<file path="config.mk">
export PLATFORM = sky130hd
export DESIGN_NAME = sound_event_arbiter
export DESIGN_NICKNAME = d
export VERILOG_FILES = /design/src/rtl/sound_event_arbiter.sv
export SDC_FILE = /design/constraint.sdc
export NUM_CORES = 1
export LEC_CHECK = 0
export ABC_CLOCK_PERIOD_IN_PS = 5340
export BUFFER_PORTS_ARGS = -buffer_cell sky130_fd_sc_hd__clkbuf_2
export CAP_MARGIN = 10
export CORE_MARGIN = 5
export CORE_UTILIZATION = 63
export DETAILED_ROUTE_END_ITERATION = 10
export GPL_TIMING_DRIVEN = 0
export PLACE_DENSITY = 0.85
export SETUP_SLACK_MARGIN = 0.5
export SYNTH_ARGS = -nofsm -noshare
export SYNTH_HDL_FRONTEND = slang
export SYNTH_SLANG_ARGS = --single-unit
</file>
<file path="constraint.sdc">
create_clock -name clk -period 5.34 [get_ports clk]
set_input_delay 0.267 -clock clk [delete_from_list [all_inputs] [get_ports clk]]
set_output_delay 0.267 -clock clk [all_outputs]
set_load 0.02 [all_outputs]
</file>
<file path="src/rtl/sound_event_arbiter.sv">
// Shares one square-wave tone generator among jump, milestone and collision sounds.
// Fixed priority hit > mile > jump; a hit cuts off any other sound, or restarts itself.
module sound_event_arbiter #(
    parameter int          TICK_DIV   = 100000,
    parameter int          JUMP_MS    = 100,
    parameter int          MILE_MS    = 80,
    parameter int          HIT_MS     = 300,
    parameter int          GAP_MS     = 20,
    parameter logic [21:0] JUMP_NOTE  = 22'd113636,
    parameter logic [21:0] MILE_NOTE1 = 22'd75843,
    parameter logic [21:0] MILE_NOTE2 = 22'd56818,
    parameter logic [21:0] HIT_NOTE   = 22'd227272
) (
    input  logic        clk,
    input  logic        rst,
    input  logic        mute,
    input  logic        ev_jump,
    input  logic        ev_mile,
    input  logic        ev_hit,
    output logic        tone_en,
    output logic [21:0] note_div,
    output logic [1:0]  active_src,
    output logic        busy
);

    localparam logic [1:0] IDLE = 2'd0;
    localparam logic [1:0] PLAY = 2'd1;
    localparam logic [1:0] GAP  = 2'd2;

    localparam logic [1:0] SRC_NONE = 2'd0;
    localparam logic [1:0] SRC_JUMP = 2'd1;
    localparam logic [1:0] SRC_MILE = 2'd2;
    localparam logic [1:0] SRC_HIT  = 2'd3;

    localparam int MAX_JM = (JUMP_MS > MILE_MS) ? JUMP_MS : MILE_MS;
    localparam int MAX_HG = (HIT_MS > GAP_MS) ? HIT_MS : GAP_MS;
    localparam int MAX_MS = (MAX_JM > MAX_HG) ? MAX_JM : MAX_HG;
    localparam int DUR_W  = $clog2(MAX_MS + 1);
    localparam int TICK_W = $clog2(TICK_DIV);

    logic [1:0]        state;
    logic [TICK_W-1:0] tick_cnt;
    logic              tick;
    logic [DUR_W-1:0]  dur_cnt;
    logic              note_end;
    logic              mile_second;
    logic              jump_p;
    logic              mile_p;
    logic              hit_p;
    logic              grant_jump;
    logic              grant_mile;
    logic              grant_hit;
    logic              any_grant;
    logic [1:0]        grant_src;

    function automatic logic [DUR_W-1:0] src_ms(input logic [1:0] src);
        case (src)
            SRC_JUMP: src_ms = DUR_W'(JUMP_MS);
            SRC_MILE: src_ms = DUR_W'(MILE_MS);
            SRC_HIT:  src_ms = DUR_W'(HIT_MS);
            default:  src_ms = DUR_W'(GAP_MS);
        endcase
    endfunction

    function automatic logic [21:0] src_note(input logic [1:0] src);
        case (src)
            SRC_JUMP: src_note = JUMP_NOTE;
            SRC_MILE: src_note = MILE_NOTE1;
            SRC_HIT:  src_note = HIT_NOTE;
            default:  src_note = 22'd0;
        endcase
    endfunction

    // Tick counter free-runs so that grants never realign the ms timebase.
    always_ff @(posedge clk or negedge rst) begin
        if (!rst) begin
            tick_cnt <= '0;
        end else if (tick) begin
            tick_cnt <= '0;
        end else begin
            tick_cnt <= tick_cnt + 1'b1;
        end
    end

    assign tick     = (tick_cnt == TICK_W'(TICK_DIV - 1));
    assign note_end = tick && (dur_cnt == DUR_W'(1));

    // From PLAY only a hit may be granted: preempting jump/mile, or restarting itself.
    always_comb begin
        grant_hit  = 1'b0;
        grant_mile = 1'b0;
        grant_jump = 1'b0;
        if (state == IDLE) begin
            grant_hit  = hit_p;
            grant_mile = !hit_p && mile_p;
            grant_jump = !hit_p && !mile_p && jump_p;
        end else if (state == PLAY) begin
            grant_hit  = hit_p;
        end
        any_grant = grant_hit || grant_mile || grant_jump;
        grant_src = grant_hit  ? SRC_HIT  :
                    grant_mile ? SRC_MILE :
                    grant_jump ? SRC_JUMP : SRC_NONE;
    end

    // A pulse arriving in the same cycle as its own grant keeps the flag set.
    always_ff @(posedge clk or negedge rst) begin
        if (!rst) begin
            jump_p <= 1'b0;
            mile_p <= 1'b0;
            hit_p  <= 1'b0;
        end else begin
            jump_p <= ev_jump | (jump_p & ~grant_jump);
            mile_p <= ev_mile | (mile_p & ~grant_mile);
            hit_p  <= ev_hit  | (hit_p  & ~grant_hit);
        end
    end

    always_ff @(posedge clk or negedge rst) begin
        if (!rst) begin
            state       <= IDLE;
            dur_cnt     <= '0;
            mile_second <= 1'b0;
            tone_en     <= 1'b0;
            note_div    <= 22'd0;
            active_src  <= SRC_NONE;
            busy        <= 1'b0;
        end else begin
            case (state)
                IDLE: begin
                    if (any_grant) begin
                        state       <= PLAY;
                        active_src  <= grant_src;
                        note_div    <= src_note(grant_src);
                        dur_cnt     <= src_ms(grant_src);
                        mile_second <= 1'b0;
                        tone_en     <= ~mute;
                        busy        <= 1'b1;
                    end
                end
                PLAY: begin
                    tone_en <= ~mute;
                    if (grant_hit) begin
                        active_src  <= SRC_HIT;
                        note_div    <= HIT_NOTE;
                        dur_cnt     <= DUR_W'(HIT_MS);
                        mile_second <= 1'b0;
                    end else if (note_end) begin
                        if (active_src == SRC_MILE && !mile_second) begin
                            note_div    <= MILE_NOTE2;
                            dur_cnt     <= DUR_W'(MILE_MS);
                            mile_second <= 1'b1;
                        end else begin
                            state      <= GAP;
                            dur_cnt    <= DUR_W'(GAP_MS);
                            tone_en    <= 1'b0;
                            note_div   <= 22'd0;
                            active_src <= SRC_NONE;
                        end
                    end else if (tick) begin
                        dur_cnt <= dur_cnt - 1'b1;
                    end
                end
                GAP: begin
                    if (note_end) begin
                        state <= IDLE;
                        busy  <= 1'b0;
                    end else if (tick) begin
                        dur_cnt <= dur_cnt - 1'b1;
                    end
                end
                default: begin
                    state <= IDLE;
                end
            endcase
        end
    end

endmodule

</file>
# Word level (Yosys, flattened, before mapping)
# Index checks and enable logic that the tools add are counted.
dict set report word_totals {
  register_bits 58
  out_inout_bits 26
}
dict set report op_classes {
  n_addsub 2
  n_eq_ne 17
  muxes 46
  bitwise 10
  reduce_logical 21
}
# operator count
set ops {}
lappend ops {{two-way mux 22 bit} 3}
lappend ops {{case mux 18 bit (3 select lines)} 1}
lappend ops {{case mux 9 bit (3 select lines)} 2}
lappend ops {{two-way mux 9 bit} 5}
lappend ops {{case mux 22 bit (2 select lines)} 1}
lappend ops {{two-way mux 2 bit} 11}
lappend ops {{adder 17 x 1 -> 17 bit, second input constant} 1}
lappend ops {{equality test 17 bit, second input constant} 1}
lappend ops {{two-way mux 17 bit} 1}
lappend ops {{two-way mux 16 bit} 1}
lappend ops {{two-way mux 1 bit} 15}
lappend ops {{!= test 2 bit, second input constant} 6}
lappend ops {{equality test 9 x 1 -> 1 bit, second input constant} 1}
lappend ops {{AND reduction 3 bit} 3}
lappend ops {{subtractor 9 x 1 -> 9 bit, second input constant} 1}
lappend ops {{equality test 2 bit, second input constant} 4}
lappend ops {{AND reduction 4 bit} 2}
lappend ops {{two-way mux 7 bit} 1}
lappend ops {{!= test 3 bit, second input constant} 2}
lappend ops {{case mux 1 bit (2 select lines)} 3}
lappend ops {{case mux 2 bit (3 select lines)} 1}
lappend ops {{logical AND 1 bit} 5}
lappend ops {{AND reduction 5 bit} 1}
lappend ops {{equality test 2 x 1 -> 1 bit, second input constant} 2}
lappend ops {{11 further kinds} 22}

# Longest topological paths before layout
# Gate-level depths: netlist of the first run.
dict set report depth {
  depth_word 11
  depth_mapped 10
  mapped_depth_nobuf 9
}

# Least setup slack after synthesis of the first run
# Ideal clock, no wire load.
dict set report synth_timing {
  kind {reg-to-reg}
  from {register state[0]}
  to {register note_div[16]}
  t_arrival_ns 1.971
  setup_slack_ns 3.244
  stages_incl_launch_ff 10
  n_path_buf 2
  synth_period_minus_slack_ns 2.096
  path_cell_list {dfrtp_1 > inv_1 > ha_1 > buf_2 > or3b_1 > nor2_1 > nor2_1 > and2_1 > buf_6 > mux2_2}
}
dict set report synth_between {
  elab_chain_cells 9
  elab_cells_between_ends 22
}
# item line
set synth_lines {}
lappend synth_lines {{start, declared} 41} ;# logic [1:0] state;
lappend synth_lines {{start signal, assigned} 121} ;# state <= IDLE;
lappend synth_lines {{start signal, assigned} 132} ;# state <= PLAY;
lappend synth_lines {{start signal, assigned} 154} ;# state <= GAP;
lappend synth_lines {{logical NOT 2 bit} {93, 129}}
lappend synth_lines {{two-way mux 1 bit} 93} ;# if (state == IDLE) begin
lappend synth_lines {{two-way mux 1 bit} 103} ;# grant_jump ? SRC_JUMP : SRC_NONE;
lappend synth_lines {{two-way mux 2 bit} 102} ;# grant_mile ? SRC_MILE :
lappend synth_lines {{two-way mux 2 bit} 101} ;# grant_src = grant_hit ? SRC_HIT :
lappend synth_lines {{equality test 2 bit or equality test 2 x 1 -> 1 bit (tied branches)} 66} ;# case (src)
lappend synth_lines {{case mux 18 bit (3 select lines)} 66}
lappend synth_lines {{two-way mux 22 bit} 131} ;# if (any_grant) begin
lappend synth_lines {{case mux 22 bit (2 select lines)} 129} ;# case (state)
lappend synth_lines {{end signal, assigned} 134} ;# note_div <= src_note(grant_src);
lappend synth_lines {{end, declared} 21} ;# output logic [21:0] note_div,
# Parallel ways exist; a longest one is shown, timed or not. The select of a mux whose other input is x is not followed.
# A chain may end at the register's enable or synchronous reset.

# Final worst setup path of the first run
dict set report layout_timing {
  from {register dur_cnt[1]}
  to {register note_div[16]}
}
dict set report layout_between {
  elab_chain_cells 4
}
# item line
set layout_lines {}
lappend layout_lines {{start, declared} 44} ;# logic [DUR_W-1:0] dur_cnt;
lappend layout_lines {{start signal, assigned} 135} ;# dur_cnt <= src_ms(grant_src);
lappend layout_lines {{start signal, assigned} 146} ;# dur_cnt <= DUR_W'(HIT_MS);
lappend layout_lines {{start signal, assigned} 151} ;# dur_cnt <= DUR_W'(MILE_MS);
lappend layout_lines {{equality test 9 x 1 -> 1 bit} 86} ;# assign note_end = tick && (dur_cnt == DUR_W'(1));
lappend layout_lines {{logical AND 1 bit} 86}
lappend layout_lines {{!= test 3 bit (no source line)} --}
lappend layout_lines {{AND reduction 3 bit (no source line)} --}
# No other way between the ends.

==> results.ini, run 1 <==
[die]
die_y_um=77.51
start_util_pct=65.50
die_area_um2=6008
ios=32
core_um2=4384
die_x_um=77.51
fp-row-count=24

[cts]
cts_made_buffers=5
cts_tree=yes
post-cts-setup-buffers=0
clk_pin_slew_worst_paths_ns=0.08
cts_buffer_depth=2
cts_max_level=2
clkLatencyLatePin_ns=0.30
cts-root-buf=clkbuf_8
cts_num_sinks=48

[sta]
finClkSkew_ns=0.004868
fin_ws_ns=2.794
tightest_slew_ns=0.7404
fmax_ghz=0.3928
post-route-period-util_pct=47.67
fin_setup_tns_ns=0
drv_slew=0
setup_viol=0
min_period_ns=2.546
hold_viol=0
slew_headroom_pct=49.95
rsz0062_at_grt=false

[yosys]
synth_sequential_area_ratio_pct=41.83
syn-cell-area_um2=2872
yosysWarnings=0
yosysUniqueCellTypes=60
synth_area_leaders=dfrtp_1 (42%), ha_1 (4.8%), nor2_1 (3.7%)
avgSynthCellArea_um2=9.477
synth_most_common_cell=dfrtp_1
ys_async_sr_fraction_pct=100.0
ys_ff_latch=48
synth_enable_flop_cells=0
yosys-top-cells-count=dfrtp_1 (48), nor2_1 (28), nand2_1 (20)
synth_flop_cell=dfrtp_1
yosys.area.top_type=dfrtp_1
netlist_instances=303
synth_top_area_share_pct=41.83

[critical_path]
cp-end-kind=flop
criticalPathCategory=flop to flop
required_ns=5.53
crit_path_start_kind=flop
worstPathMaxFanout=10
arrival_ns=2.74

[drt]
vias_per_cell=6.192
antenna_left=0
drtIter0Drc=232
drtPass1Iterations=6
dr_total_vias=2446
wl_per_cell_um=16.16
drt-total-wl_mm=6.384
drc_errors=0

[pwr]
powerDensity_nw_per_um2=553.9
peakVddDrop_v=0.0003606
p_leak_uw=0.001421

[global_routing]
grt_pass1_vias=2338
antenna_found_initial=0
grt_util_all_layers_pct=22.15
grt.overflow.total=0
grt_max_degree=49
grt_pass1_wl_mm=10.94

[final_layout]
diodes=0
nets=359
area_delta_synth_final_pct=11.55
drive_above_1_share_pct=20.70

[min_path]
min_path_type=primary input to flop

[placement]
io_buffers=27
place_ws_ns=2.798
gp_congestion=0.9935
dpl.hpwl_mm=4.705

[outcome]
status=finished clean

[job]
drv_cap=0

[power breakdown]
group	total, uW	leakage [uW]	switching, uW	internal, uW
registers	552	0.000591	91.2	461
clock network	223	0.0000455	117	106
logic	999	0.000785	595	404
total	1770	0.00142	803	971
[stage by stage]
step	total power, uW	instance area, um^2	hold WS, ns	cells	utilization (%)
3_5_place_dp	1541	3083	0.4557	385	70.32
5_1_grt	1910	3203	0.1272	395	73.06
3_3_place_gp	1506	3083	0.4468	385	70.32
2_1_floorplan	1283	2883	-0.02859	306	-
6_report	1774	3203	0.1397	395	73.06
4_1_cts	1765	3173	0.1410	393	72.37
[final cells by class]
cell class	instances	area [um^2]
tap	52	65.06
buffer	23	147.6
inverter	15	56.30
timing repair buffer	29	165.2
sequential	48	1201
multi-input combinational	220	1478
clock buffer	8	90.09
fill	345	1181
[worst paths after layout]
kind / start / depth (start not counted) / endpoint / slack (ns)
setup / recovery: dur_cnt[1] / 8 / note_div[16] / 2.79
setup reg to reg: dur_cnt[1] / 8 / note_div[16] / 2.79
min in group asynchronous: rst / 2 / tick_cnt[15] / 0.47
max in group asynchronous: rst / 3 / busy / 4.35
hold / removal: ev_hit / 2 / hit_p / 0.14
hold reg to reg: tick_cnt[0] / 1 / tick_cnt[0] / 0.49
[critical path: stages (launching register included)]
cell	delay (ns)
dfrtp_1	0.38
inv_1	0.10
ha_1	0.16
nor3b_1	0.33
nand3_1	0.31
o21ai_0	0.43
and2_1	0.24
buf_6	0.15
mux2_2	0.34
[metal layers]
metal / track usage (%) / up-vias / routed length [um] / share of wire (%)
li1: - / 1155 / - / -
met1: 31.01 / 1181 / 2895 / 45
met2: 34.51 / 98 / 2996 / 47
met3: 4.282 / 12 / 382 / 6.0
met4: 7.732 / 0 / 109 / 1.7
met5: 0 / - / 0 / 0
[state kept, by name (all words and copies together) (netlist names)]
register,cells
note_div,12
busy,1
dur_cnt,9
hit_p,1
mile_second,1
state,2
tick_cnt,17
mile_p,1
jump_p,1
active_src,2
tone_en,1
[cell usage in the layout, fill, tap and decap left out, drive strengths merged, types with 5 or more instances in the layout]
cell     n
a21oi   16
and2     6
buf     20
clkbuf  39
dfrtp   48
ha      11
inv     15
mux2     5
nand2   20
nand3   15
nand4    9
nor2    29
nor4     5
o21ai   12
o31ai    6
xnor2   10
[cell families after synthesis]
group / after synthesis / share of synthesized area [%]
AND/OR/NAND/NOR: 115 / 22.92
other: 1 / 0.1306
multiplexers: 6 / 2.309
XOR/XNOR: 14 / 4.270
buffers and inverters: 38 / 7.102
AO/OA/AOI/OAI: 70 / 16.65
adder cells (fa/ha/maj): 11 / 4.793
flip-flops: 48 / 41.83
[timing repair]
| item | 4_1_cts | 5_1_grt |
|---|---|---|
| hold endpoints to repair | 0 | 19 |
| resized for setup | 0 | 0 |
| hold buffers | 0 | 1 |
Note: power is estimated with default switching activity, not from simulation.
==> run 2: changes to the inputs <==
--- a/config.mk
+++ b/config.mk
@@ -5,14 +5,15 @@
 export SDC_FILE = /design/constraint.sdc
 export NUM_CORES = 1
 export LEC_CHECK = 0
-export ABC_CLOCK_PERIOD_IN_PS = 5340
+export ABC_AREA = 1
+export ABC_CLOCK_PERIOD_IN_PS = 2190
 export BUFFER_PORTS_ARGS = -buffer_cell sky130_fd_sc_hd__clkbuf_2
 export CAP_MARGIN = 10
 export CORE_MARGIN = 5
-export CORE_UTILIZATION = 63
+export CORE_UTILIZATION = 53
 export DETAILED_ROUTE_END_ITERATION = 10
 export GPL_TIMING_DRIVEN = 0
-export PLACE_DENSITY = 0.85
+export PLACE_DENSITY = 0.76
 export SETUP_SLACK_MARGIN = 0.5
 export SYNTH_ARGS = -nofsm -noshare
 export SYNTH_HDL_FRONTEND = slang
==> constraint.sdc (replaced) <==
create_clock -name clk -period 2.19 [get_ports clk]
set_input_delay 0.1095 -clock clk [delete_from_list [all_inputs] [get_ports clk]]
set_output_delay 0.1095 -clock clk [all_outputs]
set_load 0.02 [all_outputs]
==> run 2 against run 1 <==
Effect of this change:
- synthesized area grew 2.8%
- hold slack lost 0.13 ns
- worst setup slack lost 2.4 ns
- wire length grew 13%
- die area grew 19%
- largest power group is now sequential cells
- non-clock buffer count grew 23
- fmax grew 42%
- register-to-register slack lost 2.4 ns
- sequential power grew 70%
- first-iteration DRC count shrank 25%
- count of clock-buffer cells in the layout shrank 3
- global-route usage shrank 1.2 points
==> results.ini, run 2 <==
[critical_path]
reg2reg_slack_ns=0.39  ; -2.40 ns
criticalPathCategory=flop to flop
arrival_ns=2.04  ; -0.70 ns
cp-end-kind=flop
required_ns=2.44  ; -3.09 ns
r2r-start=state[1]
r2r_cells=10  ; +2
reg2reg_to=note_div[11]
worstPathMaxFanout=5  ; -5
crit_path_start_kind=flop

[final_layout]
top_regs=tick_cnt (17), note_div (12), dur_cnt (9)
mostFrequentLayoutCell=nand2_1
fin_util_pct=73.21  ; +0.15 points
final_cell_mix=nand2_1 (86), inv_1 (47), dfrtp_1 (46), nor2_1 (41), buf_4 (38)
diodes=0  ; unchanged
largest_reg_flops=17  ; unchanged
nets=485  ; +35%
area_delta_synth_final_pct=35.74
top_register=tick_cnt
drive_above_1_share_pct=36.67  ; +16 points

[drt]
drc_errors=0  ; unchanged
antenna_left=0  ; unchanged
dr_total_vias=2774  ; +13%
vias_per_cell=5.128  ; -17%
drtPass1Iterations=4  ; -2
wl_per_cell_um=13.37  ; -17%
drt-total-wl_mm=7.231  ; +13%
drtIter0Drc=174  ; -25%

[die]
die_y_um=84.63  ; +9.2%
ios=32  ; unchanged
fp-row-count=27  ; +13%
die_x_um=84.63  ; +9.2%
die_area_um2=7161  ; +19%
start_util_pct=53.93  ; -12 points
core_um2=5473  ; +25%

[pwr]
p_leak_uw=0.002083  ; +47%
powerDensity_nw_per_um2=476.5  ; -14%
switching_share_pct=27.95  ; -17 points
comb_power_share_pct=15.7  ; -41 points
p_sw_uw=533.6  ; -34%
peakVddDrop_v=0.0003667  ; +1.7%
p_int_uw=1375  ; +42%
seqPwrFrac_pct=49.2  ; +18 points
pwr-share-clk_pct=35.0  ; +22 points

[cts]
clkLatencyLatePin_ns=0.31  ; about the same
cts_made_buffers=5  ; unchanged
cts_num_sinks=48  ; unchanged
cts_max_level=2  ; unchanged
cts-root-buf=clkbuf_8
cts_buffer_depth=2  ; unchanged
cts_tree=yes
clk_pin_slew_worst_paths_ns=0.10  ; +0.02 ns

[sta]
slew_headroom_pct=64.20  ; +14 points
fmax_ghz=0.5563  ; +42%
post-route-period-util_pct=82.08  ; +34 points
tightest_slew_ns=0.5370  ; -0.2034 ns
drv_slew=0  ; unchanged
fin_setup_tns_ns=0  ; unchanged
setup_viol=0  ; unchanged
fin_hold_ws_ns=0.007395  ; -0.1323 ns
rsz0062_at_grt=true
min_period_ns=1.798  ; -0.7480 ns
hold_viol=0  ; unchanged
finClkSkew_ns=0.009655  ; +0.004787 ns

[job]
drv_cap=0  ; unchanged

[yosys]
avgSynthCellArea_um2=7.530  ; -21%
yosysWarnings=0  ; unchanged
synth_compound_area_share_pct=7.164  ; -9.5 points
synth_enable_flop_cells=0  ; unchanged
yosys-top-cells-count=nand2_1 (99), inv_1 (57), nor2_1 (51), dfrtp_1 (48), nand3_1 (22)
yosys.area_share.simple_pct=33.79  ; +11 points
netlist_instances=392  ; +29%
ys_ff_latch=48  ; unchanged
yosysUniqueCellTypes=36  ; -40%
synth_sequential_area_ratio_pct=40.70  ; -1.1 points
synth_most_common_cell=nand2_1
synth_flop_cell=dfrtp_1
syn-cell-area_um2=2952  ; +2.8%
synth-xor-area-share_pct=2.374  ; -1.9 points
synthMuxAreaShare_pct=0  ; -2.3 points
ys_async_sr_fraction_pct=100.0  ; unchanged
synth_top_family_by_area=simple AND/OR/NAND/NOR gates
synth_area_leaders=dfrtp_1 (41%), nand2_1 (13%), inv_1 (7.2%)
synth-adder-area-share_pct=4.663  ; -0.13 points
synth_top_area_share_pct=40.70  ; -1.1 points
yosys.area.top_type=dfrtp_1

[placement]
io_buffers=27  ; unchanged
gp_congestion=0.9079  ; -8.6%
dpl.hpwl_mm=4.726  ; +0.44%

[global_routing]
grt.overflow.total=0  ; unchanged
grt_util_all_layers_pct=20.97  ; -1.2 points
antenna_found_initial=0  ; unchanged
grt_pass1_wl_mm=12.51  ; +14%
grt_max_degree=49  ; unchanged
grt_pass1_vias=2813  ; +20%

[min_path]
hold_depth=2  ; unchanged
min_path_type=primary input to flop
worstHoldStart=ev_mile
hold_end=mile_p

[outcome]
status=finished clean

-- run 2: critical path, cell delays in order (launching register included) --
cell and delay [ns]:
dfrtp_1 0.41, inv_2 0.12, ha_4 0.15, buf_8 0.10
nor2_4 0.04, nor2_4 0.23, a21oi_4 0.06, inv_2 0.09
ha_4 0.20, or2_4 0.23, a21oi_2 0.12
-- run 2: area by class of cell --
class / count / area (um^2)
Sequential cell: 48 / 1204
Timing Repair Buffer: 64 / 450.4
Multi-Input combinational cell: 272 / 1785
Fill cell: 426 / 1466
Timing Repair inverter: 2 / 10.01
Buffer: 11 / 90.09
Clock buffer: 5 / 68.82
Inverter: 64 / 261.5
Tap cell: 72 / 90.09
Clock inverter: 3 / 46.29
-- run 2: metal layers --
layer | part of all wire, % | global-route usage [%]
met5 | 0 | 0
met3 | 4.5 | 3.435
met4 | 1.1 | 6.043
met1 | 41 | 26.10
met2 | 53 | 37.30
-- run 2: kinds of logic after synthesis --
family,Yosys count
AOI/OAI and AO/OA,36
xor gates and xnor gates,8
adders and majority gates,11
buffers and inverters,75
DFF,48
other,1
and+or+nand+nor,213
-- run 2: through the flow --
stage | cells | worst slack (ns) | cell area, um^2 | total power [uW]
2_1_floorplan | 395 | 0.3435 | 3012 | 1117
3_3_place_gp | 494 | 0.1789 | 3237 | 1202
3_5_place_dp | 494 | 0.1748 | 3237 | 1206
4_1_cts | 526 | 0.4300 | 3747 | 1905
5_1_grt | 541 | 0.3237 | 4006 | 1995
6_report | 541 | 0.3924 | 4006 | 1909
-- run 2: timing repair --
| item | in CTS | in global routing |
|---|---|---|
| gates resized for setup | 55 | 33 |
| endpoints found under the setup margin | 28 | 31 |
| buffers inserted | 19 | 13 |
| pin swaps | 27 | 23 |
| gates cloned | 2 | 0 |
| hold endpoints to repair | 3 | 22 |
| hold buffers | 3 | 1 |
-- run 2: worst max path at each step --
stage	start	end	depth (start not counted)
after detailed placement	state[0]	dur_cnt[0]	10
final	state[1]	note_div[11]	10
after global routing	state[0]	note_div[12]	10
after global placement	state[1]	note_div[11]	10
after CTS	dur_cnt[1]	dur_cnt[7]	13
after floorplan	state[0]	note_div[11]	9
-- run 2: power by group through the flow --
| stage | combinational (uW) | sequential (uW) | clock (uW) |
|---|---|---|---|
| 2_1_floorplan | 130 | 987 | 0 |
| 3_3_place_gp | 247 | 954 | 0 |
| 3_5_place_dp | 251 | 954 | 0 |
| 4_1_cts | 287 | 938 | 680 |
| 5_1_grt | 328 | 945 | 722 |
| 6_report | 301 | 939 | 669 |
